File: config.mk
export PLATFORM = sky130hd
export DESIGN_NAME = hamming_stream_decoder
export DESIGN_NICKNAME = d
export VERILOG_FILES = /design/src/rtl/hamming_pkg.sv /design/src/rtl/hamming_secded_core.sv /design/src/rtl/hamming_stream_decoder.sv
export SDC_FILE = /design/constraint.sdc
export NUM_CORES = 1
export LEC_CHECK = 0
export BUFFER_PORTS_ARGS = -buffer_cell sky130_fd_sc_hd__buf_2
export CAP_MARGIN = 25
export CORE_MARGIN = 1
export CORE_UTILIZATION = 54
export CTS_CLUSTER_SIZE = 8
export DETAILED_ROUTE_END_ITERATION = 6
export GPL_ROUTABILITY_DRIVEN = 0
export PLACE_DENSITY = 0.76
export SLEW_MARGIN = 20
export SYNTH_ARGS = -nofsm -noshare
export SYNTH_HDL_FRONTEND = slang
export SYNTH_SLANG_ARGS = --single-unit
export TNS_END_PERCENT = 20
File: constraint.sdc
create_clock -name clk -period 2.57 [get_ports clk]
set_input_delay 0.514 -clock clk [delete_from_list [all_inputs] [get_ports clk]]
set_output_delay 0.514 -clock clk [all_outputs]
set_load 0.05 [all_outputs]
File: src/rtl/hamming_pkg.sv
// Shared types, data-position table and helper functions for the Hamming(15,11)+parity
// SECDED codeword format.
package hamming_pkg;

  typedef logic [15:0] codeword_t;
  typedef logic [10:0] data_t;
  typedef logic [3:0]  syndrome_t;

  // Hamming positions that carry data bits, LSB of the data word first.
  localparam int DATA_POS [11] = '{3, 5, 6, 7, 9, 10, 11, 12, 13, 14, 15};

  function automatic syndrome_t calc_syndrome(input codeword_t code);
    syndrome_t s;
    s = '0;
    for (int i = 1; i < 16; i++) begin
      if (code[i]) s = s ^ syndrome_t'(i);
    end
    return s;
  endfunction

  function automatic data_t extract_data(input codeword_t code);
    data_t d;
    for (int k = 0; k < 11; k++) begin
      d[k] = code[DATA_POS[k]];
    end
    return d;
  endfunction

  function automatic logic calc_overall_parity(input codeword_t code);
    return ^code;
  endfunction

endpackage

File: src/rtl/hamming_secded_core.sv
// Combinational SECDED classification, single-bit correction and data extraction.
// Kept free of state so a memory scrubber can reuse it unchanged.
module hamming_secded_core
  import hamming_pkg::*;
(
  input  codeword_t code,
  input  syndrome_t syndrome,
  input  logic      parity,
  output data_t     data,
  output logic      corrected,
  output logic      uncorr
);

  codeword_t fixed;

  // NOTE: every output of an always_comb gets a default first, so no path can infer a latch.
  always_comb begin
    fixed     = code;
    corrected = 1'b0;
    uncorr    = 1'b0;
    if (parity) begin
      // Odd overall parity means one flipped bit; syndrome 0 points at the parity bit itself.
      fixed[syndrome] = ~code[syndrome];
      corrected       = 1'b1;
    end else if (syndrome != '0) begin
      uncorr = 1'b1;
    end
    data = extract_data(fixed);
  end

endmodule

File: src/rtl/hamming_stream_decoder.sv
// Two-stage elastic SECDED decoder: stage 1 computes syndrome and parity, stage 2 holds the
// corrected word and status. Also keeps saturating corrected/uncorrectable counters.
module hamming_stream_decoder
  import hamming_pkg::*;
#(
  parameter int CNT_W       = 16,
  parameter bit DROP_UNCORR = 1'b0
) (
  input  logic             clk,
  input  logic             rst,
  input  logic             in_valid,
  output logic             in_ready,
  input  logic [15:0]      in_code,
  output logic             out_valid,
  input  logic             out_ready,
  output logic [10:0]      out_data,
  output logic             out_corrected,
  output logic             out_uncorr,
  output logic [3:0]       out_syndrome,
  input  logic             cnt_clr,
  output logic [CNT_W-1:0] corr_count,
  output logic [CNT_W-1:0] uncorr_count
);

  logic      s1_v;
  codeword_t s1_code;
  syndrome_t s1_syn;
  logic      s1_par;

  logic      s2_v;
  logic      s2_drop;
  logic      s2_rdy;

  data_t     core_data;
  logic      core_corr;
  logic      core_uncorr;

  logic      corr_inc;
  logic      uncorr_inc;

  // A dropped uncorrectable word frees stage 2 on its own, whatever out_ready does.
  assign s2_drop   = DROP_UNCORR && s2_v && out_uncorr;
  assign s2_rdy    = !s2_v || out_ready || s2_drop;
  assign in_ready  = !s1_v || s2_rdy;
  assign out_valid = s2_v && !s2_drop;

  // NOTE: sequential state uses non-blocking assignments so all registers update together.
  always_ff @(posedge clk) begin
    if (rst) begin
      s1_v <= 1'b0;
    end else if (in_ready) begin
      s1_v <= in_valid;
    end
  end

  // NOTE: the stage-1 datapath is not reset; s1_v alone decides whether its contents matter.
  always_ff @(posedge clk) begin
    if (in_valid && in_ready) begin
      s1_code <= in_code;
      s1_syn  <= calc_syndrome(in_code);
      s1_par  <= calc_overall_parity(in_code);
    end
  end

  hamming_secded_core u_core (
    .code      (s1_code),
    .syndrome  (s1_syn),
    .parity    (s1_par),
    .data      (core_data),
    .corrected (core_corr),
    .uncorr    (core_uncorr)
  );

  always_ff @(posedge clk) begin
    if (rst) begin
      s2_v          <= 1'b0;
      out_data      <= '0;
      out_corrected <= 1'b0;
      out_uncorr    <= 1'b0;
      out_syndrome  <= '0;
    end else if (s2_rdy) begin
      s2_v <= s1_v;
      if (s1_v) begin
        out_data      <= core_data;
        out_corrected <= core_corr;
        out_uncorr    <= core_uncorr;
        out_syndrome  <= s1_syn;
      end
    end
  end

  assign corr_inc   = out_valid && out_ready && out_corrected;
  assign uncorr_inc = s2_v && out_uncorr && (out_ready || s2_drop);

  // Clear has priority over a coincident increment; both counters stick at all-ones.
  always_ff @(posedge clk) begin
    if (rst || cnt_clr) begin
      corr_count   <= '0;
      uncorr_count <= '0;
    end else begin
      if (corr_inc && (corr_count != '1))
        corr_count <= corr_count + CNT_W'(1);
      if (uncorr_inc && (uncorr_count != '1))
        uncorr_count <= uncorr_count + CNT_W'(1);
    end
  end

endmodule

==> impl_metrics.ini, run 1 <==
[clock_network]
ctsHoldBuffers = 0
cts.sinks = 67
h-tree-depth = 3
post-cts-setup-buffers = 0
cts_buffer_depth = 2
cts_tree = yes
cts.clk_slew.worst_paths_ns = 0.07
cts-buffers-inserted = 9
postCtsResizedCells = 0
ctsRootBufferMaster = clkbuf_8
clk_latency_ns = 0.34

[critical_path]
cp-startpoint = corr_count[2]$_SDFFE_PP0P_
critPathRequiredTime_ns = 2.83
cp_max_fo = 8
setup.worst_path.start_class = register
ff2ff_setup_slack_ns = 0.57
critPathKind = register to register
r2r-start = corr_count[2]$_SDFFE_PP0P_
cp.arrival_ns = 2.27
endpoint_kind = register

[drt]
first_iter_violations = 112
firstDrtPassIters = 4
wire_per_inst_um = 14.1
routed-via-count = 2726
avgViaCountPerCell = 5.61
wl_mm = 6.86
drc = 0
ant_nets = 0

[global_route]
grt_pass1_wl_mm = 11.1
overflow = 0
first_global_vias = 2458
grt_start_max_net_pins = 26
grt_antenna_before_repair = 0
track_usage_pct = 23.2

[logic_synthesis]
ys_warn_count = 0
synthesis.nets = 360
ys_async_sr_fraction_pct = 0
syn_area_sq_um = 3190
synth.avg_cell_area_sq_um = 9.47
ys_ff_latch = 67
ys_seq_area_share_pct = 47.0
ys_types = 40
syn_inst = 337
synth-edff-count = 16
ys.flop_type = dfxtp_1

[timing]
finalCritPeriodShare_pct = 77.9
hold_violations = 0
worst_slew_pin_slew_ns = 0.710
setup_viol = 0
fin_crit_ns = 2.00
slew-limit-headroom_pct = 52.7
setup_tns_ns = 0
fin_skew_ns = 0.00821
grt_setup_unrepaired = false
max_freq_ghz = 0.499
drv_slew = 0

[pwr]
p_leak_uw = 0.00143
p_clk_share_pct = 32.8
ir_drop_uv = 433
switching_share_pct = 28.2
internal-power_uw = 1680
seq_power_share_pct = 51.5
combPwrFrac_pct = 15.7
p_switching_uw = 658
pwr_density_cell_nw_per_um2 = 617

[hold_path]
hold_path_class = input port to register
hp-start = in_code[12]

[floorplanning]
rows = 27
dieArea_sq_um = 6220
core_area_sq_um = 5610
die_y_um = 78.9
dieWidth_um = 78.9
ios = 72
start_util_pct = 56.9

[placed_design]
io_buffers = 71
placedInstanceArea_sq_um = 3620
place_inst = 470
place_hpwl_mm = 5.08

[job]
drv_cap = 0

[layout]
nets = 432
final_common_cell = buf_2
n_antenna_cell = 0
area_delta_synth_final_pct = 18.7
layout.cells.non_filler = 486
fin_area_sq_um = 3790
drive_above_1_share_pct = 21.7
layout_common_cells = buf_2, dfxtp_1, nor2_1

[status]
outcome = completed
## logic make-up after synthesis
| group | synth area share [%] |
|---|---|
| AND/OR/NAND/NOR | 23.0 |
| multiplexers | 3.13 |
| adder cells (fa/ha/maj) | 0.784 |
| buffers and inverters | 2.15 |
| AO/OA/AOI/OAI | 13.2 |
| flip-flops | 47.0 |
| XOR/XNOR | 10.7 |
## power by group through the flow
stage / logic [uW] / clock network, uW / registers [uW]
global placement: 359 / 0 / 1220
finish: 367 / 766 / 1200
global route: 396 / 833 / 1210
floorplan: 201 / 0 / 1300
CTS: 370 / 783 / 1200
detailed placement: 370 / 0 / 1230
## flip-flops by register name, indices dropped and copies added, names as in the netlist
register / flops
out_syndrome: 4
out_corrected: 1
corr_count: 16
out_uncorr: 1
s1_v: 1
s1_code: 11
s1_syn: 4
out_data: 11
uncorr_count: 16
out_valid: 1
s1_par: 1
## final cells by class
class / count / area, sq um
Timing Repair Buffer: 75 / 385
Tap cell: 72 / 90.1
Fill cell: 493 / 1820
Multi-Input combinational cell: 252 / 1630
Clock inverter: 4 / 16.3
Clock buffer: 12 / 155
Inverter: 4 / 15.0
Sequential cell: 67 / 1500
## worst max-delay path, stage by stage (launching register included)
cell     delay (ns)
dfxtp_1        0.44
nand3_2        0.13
or4_1          0.68
or4_1          0.54
a21oi_1        0.14
## per-stage QoR
stage	hold WS [ns]	total power (uW)	util [%]	worst slack (ns)
final	0.379	2340	67.6	0.567
after global placement	0.484	1580	64.5	0.483
after global routing	0.359	2440	67.6	0.418
after detailed placement	0.487	1600	64.5	0.459
after CTS	0.363	2360	67.6	0.571
after floorplan	0.478	1500	-	0.343
## path summary, 6_finish.rpt
| kind | endpoint | cells after the start |
|---|---|---|
| worst max-delay path | corr_count[15]$_SDFFE_PP0P_ | 4 |
| worst min-delay path | s1_code[12]$_DFFE_PP_ | 1 |
| worst max register to register | corr_count[15]$_SDFFE_PP0P_ | 4 |
| worst min register to register | out_syndrome[0]$_SDFFE_PP0P_ | 2 |
## synthesized netlist by cell type (8+ instances only)
library cell  count  area [sq um]
dfxtp_1          51          1020
nor2_1           38           143
xnor2_1          33           289
nand2_1          23          86.3
edfxtp_1         16           480
a21oi_1          15          75.1
nand3_1          15          75.1
a211oi_1         13          97.6
clkbuf_1         12          45.0
or4_1            11          82.6
mux2i_1          10           100
nand4_1          10          62.6
o21ai_0           9          45.0
o31ai_1           8          60.1
## metal layers
metal	routed length, um	vias to the layer above	GRT usage (%)
met5	0	-	0
met4	127	0	13.1
met3	244	10	4.71
met2	3520	61	40.7
met1	2970	1257	26.2
li1	-	1398	-
Note: power is estimated with default switching activity, not from simulation.
==> inputs of run 2 (changes only) <==
==> constraint.sdc (replaced) <==
create_clock -name clk -period 1.96 [get_ports clk]
set_input_delay 0.392 -clock clk [delete_from_list [all_inputs] [get_ports clk]]
set_output_delay 0.392 -clock clk [all_outputs]
set_load 0.05 [all_outputs]
==> impl_metrics.ini, run 2 (synthesized netlist as in run 1, its figures left out) <==
[status]
outcome = completed

[pwr]
p_leak_uw = 0.00149
ir_drop_uv = 564
pwr_density_cell_nw_per_um2 = 867

[clock_network]
ctsHoldBuffers = 0
cts.sinks = 67
clk_latency_ns = 0.34
cts_tree = yes
cts_buffer_depth = 2
h-tree-depth = 3
postCtsResizedCells = 0
ctsRootBufferMaster = clkbuf_8
cts.clk_slew.worst_paths_ns = 0.07
post-cts-setup-buffers = 0
cts-buffers-inserted = 9

[critical_path]
r2r-start = uncorr_count[0]$_SDFFE_PP0P_
setup.worst_path.start_class = register
cp_max_fo = 13
critPathRequiredTime_ns = 2.23
endpoint_kind = register
critPathKind = register to register
cp-startpoint = uncorr_count[0]$_SDFFE_PP0P_
cp.arrival_ns = 2.14

[floorplanning]
dieArea_sq_um = 6220
start_util_pct = 56.9
dieWidth_um = 78.9
core_area_sq_um = 5610
ios = 72
die_y_um = 78.9
rows = 27

[global_route]
grt_start_max_net_pins = 29
grt_antenna_before_repair = 0
track_usage_pct = 24.1
grt_pass1_wl_mm = 11.6
overflow = 0
first_global_vias = 2514

[timing]
max_freq_ghz = 0.533
setup_viol = 0
fin_skew_ns = 0.00581
hold_violations = 0
finalCritPeriodShare_pct = 95.6
grt_setup_unrepaired = false
setup_tns_ns = 0
worst_slew_pin_slew_ns = 0.685
fin_crit_ns = 1.87
timing.final.ws_setup_ns = 0.0855
fin_hold_ws_ns = 0.257
drv_slew = 0
slew-limit-headroom_pct = 54.4

[drt]
first_iter_violations = 146
routed-via-count = 2843
ant_nets = 0
firstDrtPassIters = 4
wl_mm = 7.10
avgViaCountPerCell = 5.79
wire_per_inst_um = 14.5
drc = 0

[layout]
drive_above_1_share_pct = 26.7
nFillCells = 453
largestRegisters = corr_count (16), uncorr_count (16)
area_delta_synth_final_pct = 23.0
nets = 437
final_util_pct = 70.0
layout.cells.non_filler = 491
final_common_cell = buf_2
layout_common_cells = buf_2, dfxtp_1, nor2_1
n_antenna_cell = 0

[placed_design]
place_hpwl_mm = 5.21
io_buffers = 71
dp_slack_ns = -0.00254
place_inst = 475

[hold_path]
hp-start = in_code[10]
hold_path_class = input port to register

[job]
drv_cap = 0
[run 2: final timing paths]
| kind | to | slack, ns | depth (start not counted) |
|---|---|---|---|
| worst max-delay path | uncorr_count[6]$_SDFFE_PP0P_ | 0.09 | 5 |
| worst min-delay path | s1_code[10]$_DFFE_PP_ | 0.26 | 1 |
| worst max register to register | uncorr_count[6]$_SDFFE_PP0P_ | 0.09 | 5 |
| worst min register to register | corr_count[4]$_SDFFE_PP0P_ | 0.47 | 1 |
[run 2: metal layers]
| layer | wire [um] | GRT usage (%) |
|---|---|---|
| met4 | 112 | 10.4 |
| met3 | 291 | 4.60 |
| met2 | 3810 | 44.3 |
| met5 | 0 | 0 |
| met1 | 2890 | 27.1 |
[run 2: power by group]
part	total (uW)	internal (uW)	switching, uW
Sequential	1570	1500	68.5
Clock	1350	837	512
Combinational	485	183	302
Total	3400	2520	882
[run 2: worst max-delay path, cell delays in order, from the launching register on]
cell and delay, ns:
dfxtp_2 0.34, ha_1 0.24, and4_1 0.28, a41o_2 0.39, or4_1 0.42, a21oi_1 0.15
[run 2: layout make-up]
| cell class | instances | area, sq um | area share (%) |
|---|---|---|---|
| Tap cell | 72 | 90.1 | 2.29 |
| Inverter | 4 | 15.0 | 0.382 |
| Sequential cell | 67 | 1530 | 39.0 |
| Clock inverter | 6 | 104 | 2.64 |
| Timing Repair Buffer | 80 | 423 | 10.8 |
| Clock buffer | 10 | 128 | 3.25 |
| Multi-Input combinational cell | 252 | 1640 | 41.7 |
[run 2: stage by stage]
step	cell area, sq um	power, uW
after floorplan	3220	1950
after global placement	3680	2070
after detailed placement	3680	2090
after CTS	3920	3440
after global routing	3930	3550
final	3930	3400
